--- src/rtl/barrel_shift_pipe.sv ---
// -----------------------------------------------------------------------------
// barrel_shift_pipe
//
// Pipelined barrel shifter/rotator with valid/ready handshakes on both sides.
// The shift amount is consumed one bit per stage. Stage k shifts or rotates by
// 2^k when its shift-amount bit is set. Otherwise it passes the data through.
//
// Handshake rule (both ports): a transfer happens on a rising clock edge when
// valid and ready are both high in that cycle. A producer holding valid high
// keeps its payload stable until the transfer. The whole pipeline advances as
// one unit whenever the output register is empty or is being drained this
// cycle. The input is ready exactly then.
//
// Ports
//   clk        sole clock, rising edge
//   rst        synchronous active-high reset
//   in_valid   request present on a/b/op
//   in_ready   block accepts the request this cycle (combinational advance)
//   a          operand, WIDTH bits
//   b          unsigned shift amount, SW bits
//   op         000 SRA, 010 SRL, 001/011 SLL, 100 ROR, 101 ROL, 11x pass
//   out_valid  result present on c/zero
//   out_ready  consumer accepts the result this cycle
//   c          result, registered
//   zero       high when c is all zeros (decoded from the last stage register)
// -----------------------------------------------------------------------------
module barrel_shift_pipe #(
  parameter int WIDTH = 32,
  parameter int SW    = $clog2(WIDTH)
) (
  input  logic             clk,
  input  logic             rst,
  input  logic             in_valid,
  output logic             in_ready,
  input  logic [WIDTH-1:0] a,
  input  logic [SW-1:0]    b,
  input  logic [2:0]       op,
  output logic             out_valid,
  input  logic             out_ready,
  output logic [WIDTH-1:0] c,
  output logic             zero
);

  // Per-stage state: data, op, the shift-amount bits not yet consumed, valid.
  logic [WIDTH-1:0] data_q [SW];
  logic [WIDTH-1:0] data_d [SW];
  logic [2:0]       op_q   [SW];
  logic [2:0]       op_d   [SW];
  logic [SW-1:0]    b_q    [SW];
  logic [SW-1:0]    b_d    [SW];
  logic [SW-1:0]    valid_q;
  logic [SW-1:0]    valid_d;
  logic             advance;

  // One stage of the barrel: shift/rotate by 2^k when en is set.
  // Arithmetic right shifts compose across stages because each stage keeps the
  // sign bit in place, so the fill always equals the original MSB.
  function automatic logic [WIDTH-1:0] stage_fn(input logic [WIDTH-1:0] d,
                                                input logic [2:0]       o,
                                                input logic             en,
                                                input int               k);
    int unsigned      amt;
    logic [WIDTH-1:0] r;
    amt = 32'd1 << k;
    r   = d;
    if (en) begin
      case (o)
        3'b000:         r = $signed(d) >>> amt;
        3'b010:         r = d >> amt;
        3'b001, 3'b011: r = d << amt;
        3'b100:         r = (d >> amt) | (d << (WIDTH - amt));
        3'b101:         r = (d << amt) | (d >> (WIDTH - amt));
        default:        r = d;
      endcase
    end
    return r;
  endfunction

  // Global stall: everything freezes only when a result sits unaccepted.
  assign advance  = out_ready | ~valid_q[SW-1];
  assign in_ready = advance;

  always_comb begin
    data_d[0]  = stage_fn(a, op, b[0], 0);
    op_d[0]    = op;
    b_d[0]     = b >> 1;
    valid_d[0] = in_valid & advance;
    for (int k = 1; k < SW; k++) begin
      data_d[k]  = stage_fn(data_q[k-1], op_q[k-1], b_q[k-1][0], k);
      op_d[k]    = op_q[k-1];
      b_d[k]     = b_q[k-1] >> 1;
      valid_d[k] = valid_q[k-1];
    end
  end

  always_ff @(posedge clk) begin
    if (rst) begin
      valid_q <= '0;
      for (int k = 0; k < SW; k++) begin
        data_q[k] <= '0;
        op_q[k]   <= '0;
        b_q[k]    <= '0;
      end
    end else if (advance) begin
      valid_q <= valid_d;
      for (int k = 0; k < SW; k++) begin
        data_q[k] <= data_d[k];
        op_q[k]   <= op_d[k];
        b_q[k]    <= b_d[k];
      end
    end
  end

  assign out_valid = valid_q[SW-1];
  assign c         = data_q[SW-1];
  assign zero      = ~|data_q[SW-1];

endmodule
--- config.mk ---
export PLATFORM = sky130hd
export DESIGN_NAME = barrel_shift_pipe
export DESIGN_NICKNAME = d
export VERILOG_FILES = /design/src/rtl/barrel_shift_pipe.sv
export SDC_FILE = /design/constraint.sdc
export NUM_CORES = 1
export LEC_CHECK = 0
export BUFFER_PORTS_ARGS = -buffer_cell sky130_fd_sc_hd__buf_4
export CAP_MARGIN = 20
export CORE_MARGIN = 3
export CORE_UTILIZATION = 55
export CTS_BUF_LIST = sky130_fd_sc_hd__clkbuf_8
export DETAILED_ROUTE_END_ITERATION = 8
export GPL_TIMING_DRIVEN = 1
export PLACE_DENSITY = 0.7
export SKIP_LAST_GASP = 1
export SLEW_MARGIN = 0
export SYNTH_ARGS = -nofsm -noshare
export SYNTH_HDL_FRONTEND = slang
export SYNTH_SLANG_ARGS = --single-unit
--- constraint.sdc ---
create_clock -name clk -period 11.1 [get_ports clk]
set_input_delay 1.11 -clock clk [delete_from_list [all_inputs] [get_ports clk]]
set_output_delay 1.11 -clock clk [all_outputs]
set_load 0.02 [all_outputs]
; ---- After elaboration in Yosys (flattened, before gate mapping)
; Memory sizes are Yosys's and may differ from the RTL's.
; Cells that the tools add are included.
[totals]
memories = 3
out_inout_bits = 35
ram_bits = 195
ff_bits = 5
[op_classes]
bitwise_logic = 27
mux = 30
n_eq_ne = 25
n_reduce_logical = 13
[mem_list]
columns = memory, words, width, rd, rd_ports_with_merged_regs, write_ports, line
row1 = data_q, 5, 32, 5, 0, 5, 45  ; logic [WIDTH-1:0] data_q [SW];
row2 = b_q, 5, 4, 4, 0, 5, 49  ; logic [SW-1:0] b_q [SW];
row3 = op_q, 5, 3, 4, 0, 5, 47  ; logic [2:0] op_q [SW];
[op_table]
columns = operator, count
row1 = 32-bit one-hot mux with 5 select lines, 4
row2 = 32-bit two-way mux, 10
row3 = 32-bit one-hot mux with 4 select lines, 1
row4 = 24-bit by 32-bit OR with 32-bit output, 1
row5 = 28-bit by 32-bit OR with 32-bit output, 1
row6 = 30-bit by 32-bit OR with 32-bit output, 1
row7 = 31-bit by 32-bit OR with 32-bit output, 1
row8 = 32-bit by 1-bit OR with 32-bit output, 1
row9 = 32-bit by 16-bit OR with 32-bit output, 1
row10 = 32-bit by 2-bit OR with 32-bit output, 1
row11 = 32-bit by 4-bit OR with 32-bit output, 1
row12 = 32-bit by 8-bit OR with 32-bit output, 1
row13 = 32-bit OR reduction, 1
row14 = 3-bit by 2-bit == test with 1-bit output (second input constant), 10
row15 = 3-bit == test (second input constant), 10
row16 = 4-bit two-way mux, 5
row17 = 1-bit OR, 16
row18 = 3-bit by 1-bit == test with 1-bit output (second input constant), 5
row19 = 3-bit logical NOT, 5
row20 = 3-bit two-way mux, 5
row21 = 2-bit OR reduction, 6
row22 = 1-bit two-way mux, 5
row23 = 1-bit bitwise AND, 1
row24 = 1-bit logical NOT, 1
row25 = 1-bit NOT, 1

; ---- Longest topological paths before layout
; Gate-level depths: netlist (run 1).
[logic_depth]
word_depth = 6
depth_mapped = 8
mapped_depth_nobuf = 4

; ---- Worst setup path before layout (run 1)
; Ideal clock, no wire load.
[synth_timing]
kind = in2reg
start = input port rst
end = memory b_q[0][0] in the netlist's numbering, enable pin
t_arrival_ns = 5.482
required_time_ns = 10.525
cell_stages = 1
slack_ns = 5.043
n_path_buf = 0
cell_sequence = nand2b_1
[synth_lines]
columns = item, line
row1 = from (decl), 32  ; input logic rst,
row2 = to (decl), 49

==> run metrics, run 1 <==
standard cell core area=between 15000 and 20000 µm²; number of levels in the clock H-tree=4; # hold bufs at CTS=0; vias=6721; area added between synthesis and finish=7.20%; final worst path period share=35.9%; maximum number of pins on one net before global-route repair=85; total non-filler cell area in the finished layout=11100 µm²; number of placed cells counting well taps=1078; cell with the biggest individual delay on the critical path=sky130_fd_sc_hd__buf_4; number of slew-limit violations in the final report=0; crit path cell chain=buf_4, nor2b_1, clkinv_2, nand2b_4, buf_4, buf_4, nor3_1; Hold Vio Cnt, Final=0; leading post-synthesis cells by cell area=sky130_fd_sc_hd__edfxtp_1 53%, sky130_fd_sc_hd__a211oi_2 9.8%, sky130_fd_sc_hd__mux2i_1 9.7%, sky130_fd_sc_hd__nor2_1 5.4%, sky130_fd_sc_hd__a211oi_1 3.3%; share of synthesized flip-flops with an asynchronous set or reset=0%; beginning of the worst register-to-register path=valid_q[4]; met3 Usage GRT=3.43%; number of buffers inserted by post-CTS setup repair=0; worst setup path startpoint=out_ready; reg-to-reg setup timing slack=around 7.5 ns; routing usage on met2=a little over a third; Fill cells=between 1000 and 1500; area of the mapped netlist=10400 µm²; highest achievable clock rate=251 MHz; transition time at the pin with the least slew margin=1.09 ns; Detailed Routing Iterations Pass 1=5; number of violations of the max-capacitance limit=0; busiest metal layer after global routing=met2; number of ports placed on the die boundary=79; leading register cell type out of synthesis=sky130_fd_sc_hd__edfxtp_1; final net count=914; number of buffers created by CTS=17; Arr. time, crit path=4.17 ns; half-perimeter wire length after detailed placement=14.1 mm; RSZ-0062 raised after global routing=no; dominant cell by count in the synthesized netlist=sky130_fd_sc_hd__edfxtp_1; Placement Cell Area=10700 µm²; mean routed wirelength per cell=18.1 µm; overall fraction of global-route tracks in use=just over 20%; Buf/Inv on CP=4; buffer cell driving the clock tree root=sky130_fd_sc_hd__clkbuf_8; total power per unit cell area=about 130 nW/µm²; most frequent cell on the critical path=sky130_fd_sc_hd__buf_4; capturing element type of the critical path=flop; run status=finished, final reports clean; Mean Syn Cell Area=12.0 µm²; Die X=approximately 140 µm; CTS resizes=0; Netlist cell types=38; number of antenna-violating nets in the routed design=0; Required @ worst endpoint=between 10 and 15 ns; number of design rule violations left after detail routing=0; worst-path maximum fanout=68; Max-slew headroom=a little over a quarter; CTS Buffer Depth=2; portion of the post-synthesis area used by sequential elements=53.6%; startpoint type of the worst setup path=input port; filler-free cell count of the finished design=around 1100; final clock skew=0.0143 ns; library cell with the largest summed area after synthesis=sky130_fd_sc_hd__edfxtp_1; VDD IR-drop max=0.0708 mV; clock insertion delay at the later pin of the skew report=around 0.46 ns; drt via density=6.04; die area=about 21000 µm²; Worst Setup EP=data_q[0][31]; CTS tree=built; hold crit path type=flop to flop; clock-pin slew on the worst setup and hold paths=0.10 ns; number of buffer cells added on primary ports=78; maximum single-stage delay on the critical path=0.85 ns; global-route wire length before repair=33.0 mm; reported leakage power=3.97 nW; yosys synthesis warning count=0; # diodes=0; post-synthesis register bit count=187; met1 usage=23.6%; sinks on the clock net=187; start-to-end type of the worst setup path=input port to flop; routability congestion estimate=slightly above 0.8; R2R depth=6; aggregate negative setup slack=0 ns; number of global-route vias before repair=6598; share of final-layout standard cells stronger than drive strength 1=24.6%; most used standard cells in the synthesized netlist=182 x sky130_fd_sc_hd__edfxtp_1, 150 x sky130_fd_sc_hd__nor2_1, 101 x sky130_fd_sc_hd__mux2i_1; Critical R2R Capture=data_q[0][31]; post-synth net total=approximately 900; total length of routed wires=20.1 mm; WP depth=7; EDFF count, synth=182; Tmin final=3.99 ns; final number of setup-violating endpoints=0; fraction of synthesized cell area taken by the top area cell type=around 53%; starting utilization of the core area=a little under three fifths; DRC violation total after the first TritonRoute iteration=388; die span in y=143 µm; family of cells with the greatest summed delay on the critical path=buffers and inverters; initial antenna violation count=0; post-synthesis cell count=approximately 870; floorplan row count=about 50; residual overflow from global routing=0
## tightest hold or removal path, cell delays in order, from the launching register on
cell	delay, ns
sky130_fd_sc_hd__dfxtp_1	0.32
sky130_fd_sc_hd__nand2_1	0.05
sky130_fd_sc_hd__a21oi_1	0.05
## registers in the layout, summed over array words and instances (netlist names)
| signal | cells |
|---|---|
| data_q | 160 |
| op_q | 12 |
| b_q | 10 |
| valid_q | 5 |
## metrics by stage
step	util (%)	total power, mW	hold slack [ns]	setup slack, ns
after floorplan	-	1.02	0.426	5.04
after global placement	58.5	1.06	0.437	6.87
after detailed placement	58.6	1.07	0.449	6.67
after CTS	60.8	1.51	0.463	7.19
after global routing	60.9	1.56	0.481	6.88
final	60.9	1.50	0.459	7.11
## layout make-up
class / instances / area [µm²] / area share, %
clock inverters: 15 / 159 / 1.43
inverters: 2 / 8.76 / 0.0787
repair buffers: 90 / 696 / 6.25
well taps: 229 / 287 / 2.57
multi-input cells: 572 / 4180 / 37.6
clock buffers: 17 / 234 / 2.10
flip-flops and latches: 187 / 5570 / 50.0
## kinds of logic (layout without fill, tap and decap cells)
kind of cell / after synthesis / after routing / synth area share, %
simple gates: 278 / 278 / 12.1
buf+inv: 108 / 124 / 6.60
compound gates: 193 / 193 / 17.9
mux: 101 / 101 / 9.74
flops: 187 / 187 / 53.6
## worst min path at each step
stage                     startpoint          to  slack, ns  depth (start not counted)
after floorplan           valid_q[0]  valid_q[0]       0.43                          2
after global placement    valid_q[3]  valid_q[3]       0.44                          2
after detailed placement  valid_q[1]  valid_q[1]       0.45                          2
after CTS                 valid_q[1]  valid_q[1]       0.46                          2
after global routing      valid_q[2]  valid_q[2]       0.48                          2
final                     valid_q[1]  valid_q[1]       0.46                          2
## power breakdown
| part | internal (mW) | switching, mW |
|---|---|---|
| combinational | 0.0828 | 0.108 |
| clock | 0.186 | 0.256 |
| sequential | 0.822 | 0.0416 |
## layout by cell type (no fill, tap or decap), types with 2 or more instances in the layout
cell,Yosys,layout
sky130_fd_sc_hd__a211oi_1,45,45
sky130_fd_sc_hd__a211oi_2,81,81
sky130_fd_sc_hd__a21bo_1,2,2
sky130_fd_sc_hd__a21boi_2,5,2
sky130_fd_sc_hd__a21boi_4,0,4
sky130_fd_sc_hd__a21o_1,7,7
sky130_fd_sc_hd__a21oi_1,20,20
sky130_fd_sc_hd__a221oi_1,8,8
sky130_fd_sc_hd__a22oi_1,8,8
sky130_fd_sc_hd__a311oi_1,7,7
sky130_fd_sc_hd__a32oi_1,4,4
sky130_fd_sc_hd__and2_1,21,21
sky130_fd_sc_hd__buf_4,39,88
sky130_fd_sc_hd__clkbuf_8,0,17
sky130_fd_sc_hd__clkinv_2,1,2
sky130_fd_sc_hd__clkinv_4,0,2
sky130_fd_sc_hd__clkinvlp_4,0,4
sky130_fd_sc_hd__dfxtp_1,5,5
sky130_fd_sc_hd__edfxtp_1,182,182
sky130_fd_sc_hd__inv_6,0,3
sky130_fd_sc_hd__inv_8,0,3
sky130_fd_sc_hd__mux2i_1,101,101
sky130_fd_sc_hd__nand2_1,35,35
sky130_fd_sc_hd__nand2b_1,10,8
sky130_fd_sc_hd__nand2b_4,0,2
sky130_fd_sc_hd__nand3_1,32,32
sky130_fd_sc_hd__nand4_1,2,2
sky130_fd_sc_hd__nor2_1,150,150
sky130_fd_sc_hd__nor2b_1,2,2
sky130_fd_sc_hd__nor3_1,11,11
sky130_fd_sc_hd__nor4_1,8,8
sky130_fd_sc_hd__nor4b_2,2,2
sky130_fd_sc_hd__o311a_1,3,3
## per-layer routing
metal	wire length, µm	vias to the layer above
met1	8060	3197
met2	10400	217
met3	786	51
met4	861	0
met5	0	-
li1	-	3256
No activity file was read; power rests on OpenSTA's default activity.
==> inputs of run 2 (changes only) <==
==> constraint.sdc (replaced) <==
create_clock -name clk -period 3.9 [get_ports clk]
set_input_delay 0.39 -clock clk [delete_from_list [all_inputs] [get_ports clk]]
set_output_delay 0.39 -clock clk [all_outputs]
set_load 0.02 [all_outputs]
==> run 2 against run 1 <==
  * Die area did not move
  * Power increased to 2.8 times the previous value
  * Setup slack got worse by 5.7 ns
  * Flip-flop and latch count unchanged
  * Clock skew rose by 0.0042 ns
  * Critical path depth decreased by 2
  * Largest power group unchanged
==> run metrics, run 2 (synthesis gave the netlist of run 1 again) <==
Arr. time, crit path=2.66 ns (-1.51 ns); number of ports placed on the die boundary=79 (unchanged); Max-slew headroom=28.2% (+0.94 points); Hold Vio Cnt, Final=0 (unchanged); Most flops, register=data_q; number of buffers inserted by post-CTS setup repair=0 (unchanged); hold crit path type=input port to flop; area added between synthesis and finish=7.59%; VDD IR-drop max=0.194 mV (+170%); most frequent cells in the layout=182 x sky130_fd_sc_hd__edfxtp_1, 150 x sky130_fd_sc_hd__nor2_1, 101 x sky130_fd_sc_hd__mux2i_1; share of final-layout standard cells stronger than drive strength 1=25.0% (+0.40 points); crit path cell chain=nor2b_1, clkinv_2, nand2b_4, buf_12, a211oi_1; number of violations of the max-capacitance limit=0 (unchanged); Die X=143 µm (unchanged); standard cell core area=18300 µm² (unchanged); Hold Startpoint=rst; most common cell after layout, fill and taps aside=sky130_fd_sc_hd__edfxtp_1; reg-to-reg setup timing slack=1.42 ns (-6.07 ns); clock insertion delay at the later pin of the skew report=0.45 ns (about the same); start-to-end type of the worst setup path=flop to flop; worst hold slack across all endpoints=0.161 ns (-0.298 ns); startpoint type of the worst setup path=flop; total length of routed wires=19.8 mm (-1.5%); final net count=920 (+0.66%); highest achievable clock rate=403 MHz; CTS resizes=0 (unchanged); # hold bufs at CTS=0 (unchanged); global-route wire length before repair=31.8 mm (-3.7%); DRC violation total after the first TritonRoute iteration=410 (+5.7%); maximum number of pins on one net before global-route repair=114 (+34%); clock-pin slew on the worst setup and hold paths=0.09 ns (about the same); Hold Path Sink=valid_q[4]; final critical-path setup slack=1.42 ns (-5.70 ns); number of buffers created by CTS=17 (unchanged); beginning of the worst register-to-register path=valid_q[4]; worst-path maximum fanout=65 (-4.4%); number of design rule violations left after detail routing=0 (unchanged); buffer cell driving the clock tree root=sky130_fd_sc_hd__clkbuf_8; Required @ worst endpoint=4.07 ns (-7.21 ns); Detailed Routing Iterations Pass 1=5 (unchanged); total non-filler cell area in the finished layout=11200 µm² (+0.37%); number of buffer cells added on primary ports=78 (unchanged); final clock skew=0.0185 ns (+0.00421 ns); leading registers by flop count=data_q (160), op_q (12), b_q (10); routability congestion estimate=0.887 (+6.7%); RSZ-0062 raised after global routing=no; # diodes=0 (unchanged); Critical R2R Capture=data_q[0][7]; R2R depth=5 (-1); cell with the biggest individual delay on the critical path=sky130_fd_sc_hd__nor2b_1; number of slew-limit violations in the final report=0 (unchanged); CTS Buffer Depth=2 (unchanged); floorplan row count=49 (unchanged); drt via density=5.92 (-2.0%); Placement Cell Area=10800 µm² (+0.63%); starting utilization of the core area=56.8% (unchanged); flip-flop count of the largest register after layout=160 (unchanged); transition time at the pin with the least slew margin=1.08 ns (-0.0141 ns); reported leakage power=4.01 nW (+0.94%); residual overflow from global routing=0 (unchanged); number of global-route vias before repair=6259 (-5.1%); maximum single-stage delay on the critical path=0.55 ns (-0.30 ns); final number of setup-violating endpoints=0 (unchanged); final worst path period share=63.7%; pre-CTS WS=1.31 ns (-5.36 ns); aggregate negative setup slack=0 ns (unchanged); die area=20600 µm² (unchanged); CTS tree=built; vias=6620 (-1.5%); total power per unit cell area=372 nW/µm² (+180%); initial antenna violation count=0 (unchanged); Fill cells=1426 (-2.3%); sinks on the clock net=187 (unchanged); mean routed wirelength per cell=17.7 µm (-2.0%); half-perimeter wire length after detailed placement=14.3 mm (+1.6%); die span in y=143 µm (unchanged); run status=finished, final reports clean; number of levels in the clock H-tree=4 (unchanged); Tmin final=2.48 ns; overall fraction of global-route tracks in use=19.4% (-0.76 points); capturing element type of the critical path=flop; number of antenna-violating nets in the routed design=0 (unchanged); cell depth of the worst min-delay path=2 (unchanged)
## run 2: cell count changes in the layout (fill, tap and decap cells not counted), sizes merged
cell      before  now
bufinv         1    0
clkinvlp       4    3
inv            7    8
clkinv         5    6
buf           90   96
## run 2: worst max-delay path, delay by kind of cell (launching register included)
kind                   cells  cell delay [ns]
AND/OR/NAND/NOR            2             1.05
buffers and inverters      2             0.65
flip-flops                 1             0.34
AO/OA/AOI/OAI              1             0.10
## run 2: through the flow
stage                     cells  utilization, %  power (mW)
after floorplan             867               -        2.90
after global placement     1083            59.0        3.03
after detailed placement   1083            59.0        3.05
after CTS                  1115            60.9        4.18
after global routing       1118            61.1        4.34
final                      1118            61.1        4.15
## run 2: final cells by class
class | instances | area (µm²) | area share (%)
Timing Repair Buffer | 96 | 778 | 6.97
Clock buffer | 17 | 234 | 2.09
Inverter | 2 | 8.76 | 0.0784
Clock inverter | 15 | 118 | 1.05
Multi-Input combinational cell | 572 | 4180 | 37.4
Tap cell | 229 | 287 | 2.57
Sequential cell | 187 | 5570 | 49.8
## run 2: worst max-delay path by stage
stage | start | endpoint | slack [ns]
3_3_place_gp | out_ready | data_q[0][157] | 1.44
5_1_grt | valid_q[4] | data_q[0][150] | 1.25
2_1_floorplan | valid_q[4] | b_q[0][0] | 0.61
4_1_cts | valid_q[4] | data_q[0][48] | 1.45
3_5_place_dp | out_ready | data_q[0][63] | 1.31
6_report | valid_q[4] | data_q[0][7] | 1.42
## run 2: per-layer routing
layer	GRT usage, %	routed length (µm)	share of wire (%)
met1	22.1	8040	41
met2	36.0	10500	53
met3	2.90	641	3.2
met4	8.82	608	3.1
met5	0	0	0
## run 2: power breakdown
group          total, mW  switching, mW  internal (mW)
clock network       1.14          0.686          0.453
registers           2.46          0.124           2.34
logic              0.550          0.306          0.243
total               4.15           1.12           3.04
